==> src/rtl/mdu_iter.sv <==
// Iterative multiply/divide unit owning the HI/LO registers (shift-add multiply, restoring divide).
// Define MDU_DIV_EN to build the divider; without it DIV/DIVU are reported as illegal ops.
module mdu_iter #(
  parameter int WIDTH    = 32,
  parameter int MUL_STEP = 1
) (
  input  logic             clk,
  input  logic             rst,
  input  logic             start,
  input  logic [2:0]       op,
  input  logic [WIDTH-1:0] opr1,
  input  logic [WIDTH-1:0] opr2,
  input  logic             abort,
  output logic             busy,
  output logic             done,
  output logic [WIDTH-1:0] hi,
  output logic [WIDTH-1:0] lo,
  output logic             illegal_op
);

  localparam int W2 = 2 * WIDTH;
  localparam int CW = $clog2(WIDTH);
  localparam int SW = WIDTH + MUL_STEP;
  localparam logic [CW-1:0] MUL_LAST = CW'(WIDTH / MUL_STEP - 1);
`ifdef MDU_DIV_EN
  localparam logic [CW-1:0] DIV_LAST = CW'(WIDTH - 1);
`endif

  localparam logic [2:0] OP_MULT  = 3'd0;
  localparam logic [2:0] OP_MULTU = 3'd1;
  localparam logic [2:0] OP_DIV   = 3'd2;
  localparam logic [2:0] OP_DIVU  = 3'd3;
  localparam logic [2:0] OP_MTHI  = 3'd4;
  localparam logic [2:0] OP_MTLO  = 3'd5;

  typedef enum logic [1:0] {
    S_IDLE = 2'd0,
    S_MUL  = 2'd1,
`ifdef MDU_DIV_EN
    S_DIV  = 2'd2,
`endif
    S_FIX  = 2'd3
  } state_t;

  state_t            state_q, state_d;
  logic [CW-1:0]     cnt_q, cnt_d;
  logic [W2-1:0]     acc_q, acc_d;
  logic [WIDTH-1:0]  mag_q, mag_d;
  logic              qneg_q, qneg_d;
  logic [WIDTH-1:0]  hi_q, hi_d;
  logic [WIDTH-1:0]  lo_q, lo_d;
  logic              done_q, done_d;
  logic              ill_q, ill_d;
`ifdef MDU_DIV_EN
  logic              rneg_q, rneg_d;
  logic              divz_q, divz_d;
  logic              is_div_q, is_div_d;
`endif

  // Request decode and operand magnitudes
  logic             req;
  logic             is_mul, is_div, illegal;
  logic             sgn, a_neg, b_neg;
  logic [WIDTH-1:0] a_mag, b_mag;

  always_comb begin
    req    = (state_q == S_IDLE) && start && !abort;
    is_mul = (op == OP_MULT) || (op == OP_MULTU);
    is_div = (op == OP_DIV) || (op == OP_DIVU);
`ifdef MDU_DIV_EN
    illegal = (op[2:1] == 2'b11);
`else
    illegal = (op[2:1] == 2'b11) || is_div;
`endif
    sgn   = (op == OP_MULT) || (op == OP_DIV);
    a_neg = sgn && opr1[WIDTH-1];
    b_neg = sgn && opr2[WIDTH-1];
    a_mag = a_neg ? -opr1 : opr1;
    b_mag = b_neg ? -opr2 : opr2;
  end

  // Multiply step: add mag_q * (low MUL_STEP bits) to the upper half, then shift right
  logic [MUL_STEP-1:0] mul_bits;
  logic [SW-1:0]       mul_pp;
  logic [SW-1:0]       mul_sum;
  logic [W2-1:0]       mul_next;

  always_comb begin
    mul_bits = acc_q[MUL_STEP-1:0];
    mul_pp   = '0;
    for (int i = 0; i < MUL_STEP; i++) begin
      if (mul_bits[i]) mul_pp = mul_pp + ({{MUL_STEP{1'b0}}, mag_q} << i);
    end
    mul_sum = {{MUL_STEP{1'b0}}, acc_q[W2-1:WIDTH]} + mul_pp;
  end

  generate
    if (MUL_STEP < WIDTH) begin : g_mul_shift
      assign mul_next = {mul_sum, acc_q[WIDTH-1:MUL_STEP]};
    end else begin : g_mul_full
      assign mul_next = mul_sum;
    end
  endgenerate

`ifdef MDU_DIV_EN
  // Restoring divide: acc = {remainder, dividend bits shifting into quotient}
  logic [WIDTH:0]   div_shift;
  logic [WIDTH:0]   div_diff;
  logic             div_ge;
  logic [W2-1:0]    div_next;

  always_comb begin
    div_shift = {acc_q[W2-1:WIDTH], acc_q[WIDTH-1]};
    div_diff  = div_shift - {1'b0, mag_q};
    div_ge    = (div_shift >= {1'b0, mag_q});
    div_next  = {(div_ge ? div_diff[WIDTH-1:0] : div_shift[WIDTH-1:0]),
                 acc_q[WIDTH-2:0], div_ge};
  end
`endif

  // FSM: state register
  always_ff @(posedge clk or posedge rst) begin
    if (rst) state_q <= S_IDLE;
    else     state_q <= state_d;
  end

  // FSM: next state
  always_comb begin
    state_d = state_q;
    case (state_q)
      S_IDLE: begin
        if (req && !illegal && is_mul) state_d = S_MUL;
`ifdef MDU_DIV_EN
        else if (req && is_div)        state_d = S_DIV;
`endif
      end
      S_MUL: begin
        if (abort)              state_d = S_IDLE;
        else if (cnt_q == '0)   state_d = S_FIX;
      end
`ifdef MDU_DIV_EN
      S_DIV: begin
        if (abort)              state_d = S_IDLE;
        else if (cnt_q == '0)   state_d = S_FIX;
      end
`endif
      S_FIX:   state_d = S_IDLE;
      default: state_d = S_IDLE;
    endcase
  end

  // FSM: outputs
  always_comb begin
    busy = (state_q != S_IDLE);
  end

  // Datapath and architectural register next state
  always_comb begin
    cnt_d  = cnt_q;
    acc_d  = acc_q;
    mag_d  = mag_q;
    qneg_d = qneg_q;
    hi_d   = hi_q;
    lo_d   = lo_q;
    done_d = 1'b0;
    ill_d  = 1'b0;
`ifdef MDU_DIV_EN
    rneg_d   = rneg_q;
    divz_d   = divz_q;
    is_div_d = is_div_q;
`endif
    case (state_q)
      S_IDLE: begin
        if (req) begin
          if (illegal) begin
            ill_d = 1'b1;
          end else if (op == OP_MTHI) begin
            hi_d   = opr1;
            done_d = 1'b1;
          end else if (op == OP_MTLO) begin
            lo_d   = opr1;
            done_d = 1'b1;
          end else if (is_mul) begin
            acc_d  = {{WIDTH{1'b0}}, b_mag};
            mag_d  = a_mag;
            qneg_d = a_neg ^ b_neg;
            cnt_d  = MUL_LAST;
`ifdef MDU_DIV_EN
            is_div_d = 1'b0;
          end else begin
            acc_d    = {{WIDTH{1'b0}}, a_mag};
            mag_d    = b_mag;
            qneg_d   = a_neg ^ b_neg;
            rneg_d   = a_neg;
            divz_d   = (opr2 == '0);
            cnt_d    = DIV_LAST;
            is_div_d = 1'b1;
`endif
          end
        end
      end
      S_MUL: begin
        acc_d = mul_next;
        cnt_d = cnt_q - 1'b1;
      end
`ifdef MDU_DIV_EN
      S_DIV: begin
        acc_d = div_next;
        cnt_d = cnt_q - 1'b1;
      end
`endif
      S_FIX: begin
        if (!abort) begin
          done_d = 1'b1;
`ifdef MDU_DIV_EN
          if (is_div_q) begin
            // Divide-by-zero keeps lo all ones; the remainder path already yields the raw dividend
            lo_d = divz_q ? '1 : (qneg_q ? -acc_q[WIDTH-1:0] : acc_q[WIDTH-1:0]);
            hi_d = rneg_q ? -acc_q[W2-1:WIDTH] : acc_q[W2-1:WIDTH];
          end else
`endif
          begin
            {hi_d, lo_d} = qneg_q ? -acc_q : acc_q;
          end
        end
      end
      default: ;
    endcase
  end

  always_ff @(posedge clk or posedge rst) begin
    if (rst) begin
      cnt_q  <= '0;
      acc_q  <= '0;
      mag_q  <= '0;
      qneg_q <= 1'b0;
      hi_q   <= '0;
      lo_q   <= '0;
      done_q <= 1'b0;
      ill_q  <= 1'b0;
`ifdef MDU_DIV_EN
      rneg_q   <= 1'b0;
      divz_q   <= 1'b0;
      is_div_q <= 1'b0;
`endif
    end else begin
      cnt_q  <= cnt_d;
      acc_q  <= acc_d;
      mag_q  <= mag_d;
      qneg_q <= qneg_d;
      hi_q   <= hi_d;
      lo_q   <= lo_d;
      done_q <= done_d;
      ill_q  <= ill_d;
`ifdef MDU_DIV_EN
      rneg_q   <= rneg_d;
      divz_q   <= divz_d;
      is_div_q <= is_div_d;
`endif
    end
  end

  assign done       = done_q;
  assign hi         = hi_q;
  assign lo         = lo_q;
  assign illegal_op = ill_q;

endmodule

==> config.mk <==
export PLATFORM = sky130hd
export DESIGN_NAME = mdu_iter
export DESIGN_NICKNAME = d
export VERILOG_FILES = /design/src/rtl/mdu_iter.sv
export SDC_FILE = /design/constraint.sdc
export NUM_CORES = 1
export LEC_CHECK = 0
export ABC_CLOCK_PERIOD_IN_PS = 8600
export BUFFER_PORTS_ARGS = -buffer_cell sky130_fd_sc_hd__clkbuf_2
export CORE_ASPECT_RATIO = 0.8
export CORE_MARGIN = 2
export CORE_UTILIZATION = 50
export CTS_BUF_LIST = sky130_fd_sc_hd__clkbuf_4 sky130_fd_sc_hd__clkbuf_8
export CTS_CLUSTER_SIZE = 25
export DETAILED_ROUTE_END_ITERATION = 16
export GPL_ROUTABILITY_DRIVEN = 0
export HOLD_SLACK_MARGIN = 0.05
export MAX_ROUTING_LAYER = met4
export PLACE_DENSITY = 0.7
export SYNTH_ARGS = -nofsm -noshare
export SYNTH_HDL_FRONTEND = slang
export SYNTH_SLANG_ARGS = --single-unit
==> constraint.sdc <==
create_clock -name clk -period 8.6 [get_ports clk]
set_clock_uncertainty 0.2 [all_clocks]
set_input_delay 2.15 -clock clk [delete_from_list [all_inputs] [get_ports clk]]
set_output_delay 2.15 -clock clk [all_outputs]
set_load 0.02 [all_outputs]
==> results of run 1 <==
-- synth_stat cells (all sizes together), types with 2 or more instances --
library cell,number
nand3b,2
or4,11
a211oi,14
nor2b,7
o41ai,18
ha,40
nand2b,18
a31oi,13
xor2,93
or3,29
o21a,2
mux2i,4
inv,32
clkbuf,75
nand2,173
o21bai,8
nor2,93
xnor2,58
o211ai,5
buf,9
a21boi,3
o21ai,187
a21oi,118
o221ai,6
a22oi,2
or2,7
o31a,3
dfrtp,170
a21o,24
nand4,10
nor3,19
a221oi,6
nand3,44
and2,39
nor4,14
o31ai,29
o22ai,13
or4b,2
nor3b,13
-- how the worst max path moves through the flow --
stage | from | to | slack [ns] | cells past startpoint
after global placement | opr2[9] | acc_q[28] | 3.68 | 8
after CTS | abort | acc_q[17] | 4.01 | 8
after floorplan | rst | acc_q[0] | 1.65 | 1
after detailed placement | abort | acc_q[17] | 3.56 | 8
after global routing | abort | acc_q[17] | 3.72 | 8
final | abort | acc_q[17] | 4.01 | 8
-- flip-flops by register name, summed over array words and instances (netlist names) --
register    count
mag_q          32
hi             32
illegal_op      1
acc_q          64
lo             32
qneg_q          1
state_q         2
cnt_q           5
done            1
-- cells by family after synthesis --
| kind of cell | count (synthesis) | synth area share |
|---|---|---|
| AOI/OAI and AO/OA | 458 | 0.2315 |
| xor gates and xnor gates | 151 | 0.1133 |
| adders and majority gates | 41 | 0.04459 |
| buffers and inverters | 116 | 0.03794 |
| DFF | 170 | 0.3644 |
| muxes | 5 | 0.004394 |
| and+or+nand+nor | 486 | 0.2039 |
-- where the power goes --
part | switching (mW) | total [mW] | internal (mW)
clock network | 0.309 | 0.537 | 0.228
registers | 0.382 | 1.54 | 1.16
logic | 1.19 | 1.90 | 0.714
total | 1.88 | 3.98 | 2.10
-- tightest hold or removal path: stages, from the launching register on --
cell     delay, ns
dfrtp_1       0.35
nand2_1       0.04
o21ai_0       0.06
-- area by class of cell --
class | instances | area (um2) | area share
multi-input cells | 1141 | 7000 | 0.5423
well taps | 306 | 382.9 | 0.02966
inverters | 32 | 125.1 | 0.009693
clock inverters | 9 | 66.31 | 0.005137
clock buffers | 22 | 290.3 | 0.02249
flip-flops and latches | 170 | 4255 | 0.3297
diodes | 2 | 5.005 | 0.0003877
repair buffers | 150 | 783.3 | 0.06068
-- routing by layer --
layer / global-route usage / vias up
met5: - / -
met2: 0.4296 / 465
met3: 0.05367 / 38
met1: 0.4240 / 5255
li1: - / 5248
met4: 0.06842 / 0
-- per-stage QoR --
step                cells  hold WS (ns)
floorplan            1427        0.2424
global placement     1799        0.2589
detailed placement   1799        0.2634
CTS                  1830        0.2839
global route         1831        0.3021
finish               1832        0.2804
==> impl_metrics.py, run 1 <==
metrics = {
    "global_routing": {
        "antenna_found_initial": 1,
        "grt_pass1_wl_mm": 55.57,
        "grt_pass1_vias": 10250,
        "grt_max_degree": 106,
        "overflow": 0,
        "track_usage": 0.2939,
    },
    "power": {
        "cellPowerDensity_mw_per_mm2": 308.3,
        "irDropWorstVdd_mv": 0.1938,
        "cellLeakagePower_nw": 5.447,
        "total_power_mw": 3.980,
    },
    "timing": {
        "setup_tns_ns": 0,
        "rsz0062_at_grt": "false",
        "worst_pin_slew_ns": 1.100,
        "setup_viol": 0,
        "hold_viol": 0,
        "max_freq_mhz": 218.1,
        "maxSlewViolCount": 0,
        "final.period_utilization": 0.5332,
        "period_needed_ns": 4.585,
        "postLayoutSetupSlackWorst_ns": 4.015,
        "slew_headroom": 0.2669,
    },
    "cts": {
        "clockBufferDepth": 2,
        "cts_made_buffers": 17,
        "htreeDepth": 4,
        "insertion_delay_ns": 0.47,
        "cts_root_buf": "clkbuf_8",
        "post_cts_buffers": 0,
        "cts_resized": 0,
        "cts.hold.buffers_added": 0,
        "clk_pin_slew_ns": 0.09,
        "cts_sinks": 170,
        "cts_tree": "yes",
    },
    "yosys": {
        "syn_avg_cell_area_um2": 8.181,
        "syn_inst": 1427,
        "synth-seq-cells": 170,
        "yosys.area.top_type": "dfrtp_1",
        "netlist_area_mm2": 0.01167,
        "post_synth_num_cell_types": 62,
        "synth_top_area_share": 0.3644,
        "async_reset_ff_frac": 1.000,
        "synth_area_leaders": "dfrtp_1 (36%), o21ai_0 (7.9%), xor2_1 (7.0%)",
        "synth_edf_count": 0,
        "ys.flop_type": "dfrtp_1",
        "seq_area_frac_synth": 0.3644,
        "ys_warn_count": 0,
        "synth_nets": 1539,
    },
    "critical_path": {
        "critical_path.cell_chain": "clkbuf_2 -> nor3b_1 -> nor2b_1 -> nand2_2 -> buf_4 -> o21ai_1 -> nand2_1 -> o22ai_1",
        "worstPathRequired_ns": 8.79,
        "critPathBufInv": 2,
        "cpMaxStageDelayCell": "o21ai_1",
        "end_kind": "flop",
        "rr_startpoint": "acc_q[0]",
        "critPathArrivalTime_ns": 4.77,
        "cp-start-kind": "primary input",
        "r2r_setup_slack_ns": 4.60,
        "worst-path-max-fanout": 105,
        "critPathMaxStageDelay_ns": 0.49,
        "reg2reg_depth": 12,
        "critical_path_class": "primary input to flop",
        "rr_endpoint": "acc_q[59]",
        "critical-path-top-delay-family": "simple AND/OR/NAND/NOR gates",
    },
    "flow_run": {
        "drv_cap": 0,
    },
    "die": {
        "fp.dieW_um": 174.8,
        "rows": 49,
        "die_area_mm2": 0.02459,
        "die_h_um": 140.7,
        "core_area_mm2": 0.02268,
        "initial_utilization": 0.5146,
        "io_pins": 138,
    },
    "finish": {
        "finish.utilization": 0.5691,
        "area_growth_pct": 10.58,
        "nets": 1624,
        "final_common_cell": "o21ai_0",
        "fillCellCount": 2143,
        "stdcell_area_mm2": 0.01291,
        "drive_above_1_share": 0.1345,
        "final_cell_mix": "o21ai_0 (185), nand2_1 (171), dfrtp_1 (169), clkbuf_2 (137), a21oi_1 (118)",
    },
    "drt": {
        "drt-total-wl_mm": 34.63,
        "viasPerCell": 6.008,
        "wl_met1_mm": 15.88,
        "met2_length_mm": 15.25,
        "highest_layer": "met4",
        "drtIter0Drc": 1109,
        "num_vias": 11010,
        "wl_per_cell_um": 18.90,
        "drtAntennaViolNets": 0,
        "first_pass_iters": 8,
        "route.detailed.drc": 0,
        "wl_met3_mm": 3.080,
    },
    "hold_path": {
        "hp-class": "flop to flop",
        "hp-start": "mag_q[21]",
        "hold_end": "mag_q[21]",
        "whs_path_depth": 2,
    },
    "placed_design": {
        "place_area_mm2": 0.01255,
        "post-place-ws_ns": 3.557,
        "io_buffers": 137,
        "dpl.hpwl_mm": 25.24,
    },
    "run_status": {
        "status": "complete, no violations",
    },
}
No activity file was read; power rests on OpenSTA's default activity.
==> run 2, diff against run 1 <==
Settings changed: ABC_CLOCK_PERIOD_IN_PS 8600 to 4100, PLACE_DENSITY 0.7 to 0.73.
Clock period 8.6 ns to 4.1 ns, I/O delays scaled along.
==> impl_metrics.py, run 2 (synthesis gave the netlist of run 1 again) <==
metrics = {
    "run_status": {
        "status": "complete, no violations",
    },
    "die": {
        "io_pins": 138,
        "die_h_um": 140.7,
        "initial_utilization": 0.5146,
        "die_area_mm2": 0.02459,
        "core_area_mm2": 0.02268,
        "fp.dieW_um": 174.8,
        "rows": 49,
    },
    "timing": {
        "setup_viol": 0,
        "timing.hold.ws_ns": 0.2852,
        "max_freq_mhz": 263.8,
        "hold_viol": 0,
        "worst_pin_slew_ns": 1.033,
        "maxSlewViolCount": 0,
        "period_needed_ns": 3.791,
        "rsz0062_at_grt": "false",
        "final.period_utilization": 0.9246,
        "slew_headroom": 0.3114,
        "setup_tns_ns": 0,
    },
    "finish": {
        "largest_reg_flops": 64,
        "stdcell_area_mm2": 0.01305,
        "top_register": "acc_q",
        "finish.utilization": 0.5755,
        "final_cell_mix": "o21ai_0 (185), nand2_1 (171), dfrtp_1 (169), clkbuf_2 (137), a21oi_1 (118)",
        "nets": 1634,
        "final_common_cell": "o21ai_0",
        "area_growth_pct": 11.82,
        "final-seq-area_mm2": 0.004255,
        "instances_no_fill": 1843,
        "multi_input_area_mm2": 0.007000,
        "drive_above_1_share": 0.1407,
        "fillCellCount": 2125,
    },
    "critical_path": {
        "r2r_setup_slack_ns": 0.31,
        "critPathCapture": "lo[26]",
        "critPathArrivalTime_ns": 3.94,
        "rr_startpoint": "acc_q[0]",
        "rr_endpoint": "lo[26]",
        "cp-startpoint": "acc_q[0]",
        "cp-start-kind": "flop",
        "end_kind": "flop",
        "reg2reg_depth": 10,
        "worstPathRequired_ns": 4.25,
        "critical_path_class": "flop to flop",
        "worst-path-max-fanout": 35,
    },
    "drt": {
        "wl_per_cell_um": 19.08,
        "viasPerCell": 6.097,
        "drt-total-wl_mm": 35.16,
        "route.detailed.drc": 0,
        "drtIter0Drc": 1128,
        "drtAntennaViolNets": 0,
        "first_pass_iters": 7,
        "num_vias": 11240,
    },
    "global_routing": {
        "grt_pass1_vias": 10410,
        "grt_max_degree": 112,
        "overflow": 0,
        "track_usage": 0.2943,
        "antenna_found_initial": 2,
        "grt_pass1_wl_mm": 55.83,
    },
    "power": {
        "irDropWorstVdd_mv": 0.3943,
        "cellPowerDensity_mw_per_mm2": 657.1,
        "cellLeakagePower_nw": 5.531,
    },
    "cts": {
        "cts_root_buf": "clkbuf_8",
        "cts_resized": 0,
        "cts_tree": "yes",
        "htreeDepth": 4,
        "cts.hold.buffers_added": 0,
        "insertion_delay_ns": 0.47,
        "clockBufferDepth": 2,
        "post_cts_buffers": 0,
        "cts_sinks": 170,
        "clk_pin_slew_ns": 0.10,
        "cts_made_buffers": 17,
    },
    "placed_design": {
        "io_buffers": 137,
        "dp.cells": 1809,
        "place_area_mm2": 0.01263,
        "dpl.hpwl_mm": 25.68,
    },
    "flow_run": {
        "drv_cap": 0,
    },
    "hold_path": {
        "hp-class": "flop to flop",
    },
}
run 2: where the power goes:
part | switching (mW) | total [mW] | internal [mW]
logic | 2.53 | 4.04 | 1.51
clock network | 0.668 | 1.29 | 0.624
registers | 0.816 | 3.24 | 2.43
run 2: critical path: stages, from the launching register on:
cell	delay, ns
dfrtp_1	0.43
buf_4	0.25
inv_1	0.10
ha_1	0.16
nor3b_1	0.55
nand4_1	0.41
nand2b_1	0.28
or3_1	0.46
o41ai_1	0.58
xor2_1	0.17
o21ai_0	0.09
run 2: worst min path at each step:
stage               from        end  depth (start not counted)
6_report          lo[10]     lo[10]                          2
5_1_grt            hi[4]      hi[4]                          1
4_1_cts            hi[4]      hi[4]                          1
3_5_place_dp   mag_q[25]  mag_q[25]                          2
3_3_place_gp       lo[4]      lo[4]                          1
2_1_floorplan   mag_q[0]   mag_q[0]                          2
run 2: cell type report:
class,count,share of cell area
sequential,170,0.3260
tap,306,0.02933
clock inverter,8,0.008435
multi-input combinational,1141,0.5363
antenna,2,0.0003834
timing repair buffer,160,0.06671
clock buffer,24,0.02339
inverter,32,0.009489
run 2: stage by stage:
step | power [mW] | setup slack [ns]
after floorplan | 5.886 | 0.3804
after global placement | 7.099 | 0.3528
after detailed placement | 7.218 | 0.3260
after CTS | 8.527 | 0.3375
after global routing | 9.154 | 0.1716
final | 8.578 | 0.3093
run 2: per-layer routing:
metal	global-route usage	share of wire	wire [um]	vias to the layer above
li1	-	-	-	5272
met1	0.4207	0.45	15820	5360
met2	0.4240	0.43	15220	557
met3	0.06014	0.097	3411	47
met5	-	0	0	-
met4	0.08070	0.020	718	0
==> run 3, diff against run 2 <==
Settings changed: ABC_CLOCK_PERIOD_IN_PS 4100 to 3800, PLACE_DENSITY 0.73 to 0.7.
Clock period 4.1 ns to 3.8 ns, I/O delays scaled along.
==> impl_metrics.py, run 3 (synthesis gave the netlist of run 1 again) <==
metrics = {
    "critical_path": {
        "critical_path_class": "flop to flop",
        "cp-start-kind": "flop",
        "worst-path-max-fanout": 6,
        "worstPathRequired_ns": 3.95,
        "critPathArrivalTime_ns": 3.74,
        "end_kind": "flop",
    },
    "finish": {
        "area_growth_pct": 12.24,
        "drive_above_1_share": 0.1464,
        "multi_input_area_mm2": 0.007007,
        "final_cell_mix": "o21ai_0 (185), nand2_1 (171), dfrtp_1 (169), clkbuf_2 (137), a21oi_1 (118)",
        "nets": 1643,
        "antenna_cells": 0,
        "fillCellCount": 2121,
        "largest_reg_flops": 64,
        "top_register": "acc_q",
        "final_common_cell": "o21ai_0",
        "final-seq-area_mm2": 0.004255,
        "stdcell_area_mm2": 0.01310,
    },
    "die": {
        "core_area_mm2": 0.02268,
        "initial_utilization": 0.5146,
        "fp.dieW_um": 174.8,
        "rows": 49,
        "die_area_mm2": 0.02459,
        "io_pins": 138,
        "die_h_um": 140.7,
    },
    "global_routing": {
        "grt_use_met2": 0.4150,
        "antenna_found_initial": 0,
        "grt_max_degree": 112,
        "grt_use_met3": 0.05609,
        "use_met1": 0.4213,
        "grt_busiest_layer": "met1",
        "grt_pass1_wl_mm": 55.03,
        "track_usage": 0.2905,
        "grt_pass1_vias": 10080,
        "overflow": 0,
    },
    "cts": {
        "cts_tree": "yes",
        "cts_made_buffers": 17,
        "cts_sinks": 170,
        "cts_root_buf": "clkbuf_8",
        "clockBufferDepth": 2,
        "cts.hold.buffers_added": 0,
        "insertion_delay_ns": 0.48,
        "htreeDepth": 4,
        "post_cts_buffers": 0,
        "clk_pin_slew_ns": 0.10,
    },
    "power": {
        "cellLeakagePower_nw": 5.569,
        "irDropWorstVdd_mv": 0.4738,
        "cellPowerDensity_mw_per_mm2": 699.2,
    },
    "timing": {
        "setup_tns_ns": 0,
        "final.period_utilization": 0.9457,
        "rsz0062_at_grt": "false",
        "period_needed_ns": 3.594,
        "postLayoutSetupSlackWorst_ns": 0.2063,
        "maxSlewViolCount": 0,
        "worst_pin_slew_ns": 1.145,
        "hold_viol": 0,
        "setup_viol": 0,
        "max_freq_mhz": 278.3,
        "slew_headroom": 0.2335,
    },
    "drt": {
        "route.detailed.drc": 0,
        "drtAntennaViolNets": 0,
        "wl_per_cell_um": 18.79,
        "drt-total-wl_mm": 34.76,
        "viasPerCell": 5.982,
        "first_pass_iters": 6,
        "drtIter0Drc": 1017,
        "num_vias": 11070,
    },
    "placed_design": {
        "place_area_mm2": 0.01270,
        "post-place-ws_ns": 0.04069,
        "dpl.hpwl_mm": 25.58,
        "io_buffers": 137,
    },
    "hold_path": {
        "hp-class": "primary input to async pin",
    },
    "run_status": {
        "status": "complete, no violations",
    },
    "flow_run": {
        "drv_cap": 0,
    },
}
## run 3: changes by cell type in the layout (fill, tap and decap cells not counted), moves of 2 or more
cell | previous run | this run
buf_4 | 22 | 30
clkbuf_4 | 4 | 2
clkinv_4 | 2 | 4
diode_2 | 2 | 0
## run 3: area by class of cell
cell class                 count  area share
sequential                   170      0.3248
inverter                      32    0.009454
tap                          306     0.02922
clock inverter                11    0.008499
timing repair buffer         169     0.07219
multi-input combinational   1141      0.5348
clock buffer                  21     0.02110
## run 3: where the power goes
| part | switching [mW] | total, mW | internal, mW | leakage (nW) |
|---|---|---|---|---|
| Sequential | 0.872 | 3.49 | 2.62 | 2.09 |
| Combinational | 2.72 | 4.36 | 1.64 | 3.29 |
| Clock | 0.736 | 1.31 | 0.577 | 0.194 |
## run 3: per-stage QoR
step | hold slack, ns | total power, mW | instances | util
global route | 0.1421 | 9.808 | 1850 | 0.5776
detailed placement | 0.2636 | 7.800 | 1818 | 0.5599
CTS | 0.1277 | 9.113 | 1850 | 0.5770
finish | 0.1484 | 9.162 | 1850 | 0.5776
global placement | 0.2592 | 7.688 | 1818 | 0.5599
floorplan | 0.2424 | 6.350 | 1427 | -
## run 3: critical path, cell delays in order, from the launching register on
cell	delay, ns
dfrtp_1	0.42
buf_4	0.17
inv_1	0.05
ha_1	0.14
nor3b_1	0.48
nand4_1	0.29
or4b_2	0.78
o41ai_1	0.49
xor2_1	0.31
o21ai_0	0.13
## run 3: final timing paths
| check | endpoint | startpoint | cells after the start | slack, ns |
|---|---|---|---|---|
| max | hi[0] | acc_q[0] | 9 | 0.21 |
| max reg2reg | hi[0] | acc_q[0] | 9 | 0.21 |
| min reg2reg | mag_q[22] | mag_q[22] | 2 | 0.28 |
| min | acc_q[5] | rst | 2 | 0.15 |
| max in group asynchronous | acc_q[46] | rst | 3 | 2.33 |
| min in group clk | mag_q[22] | mag_q[22] | 2 | 0.28 |
## run 3: what timing repair did
item | in CTS | in global routing
endpoints found under the hold margin | 0 | 0
endpoints found under the setup margin | 0 | 1
gates resized for setup | 0 | 5
## run 3: routing by layer
| layer | share of wire | vias to the layer above |
|---|---|---|
| li1 | - | 5294 |
| met1 | 0.47 | 5219 |
| met2 | 0.43 | 498 |
| met3 | 0.084 | 56 |
| met4 | 0.022 | 0 |
| met5 | 0 | - |
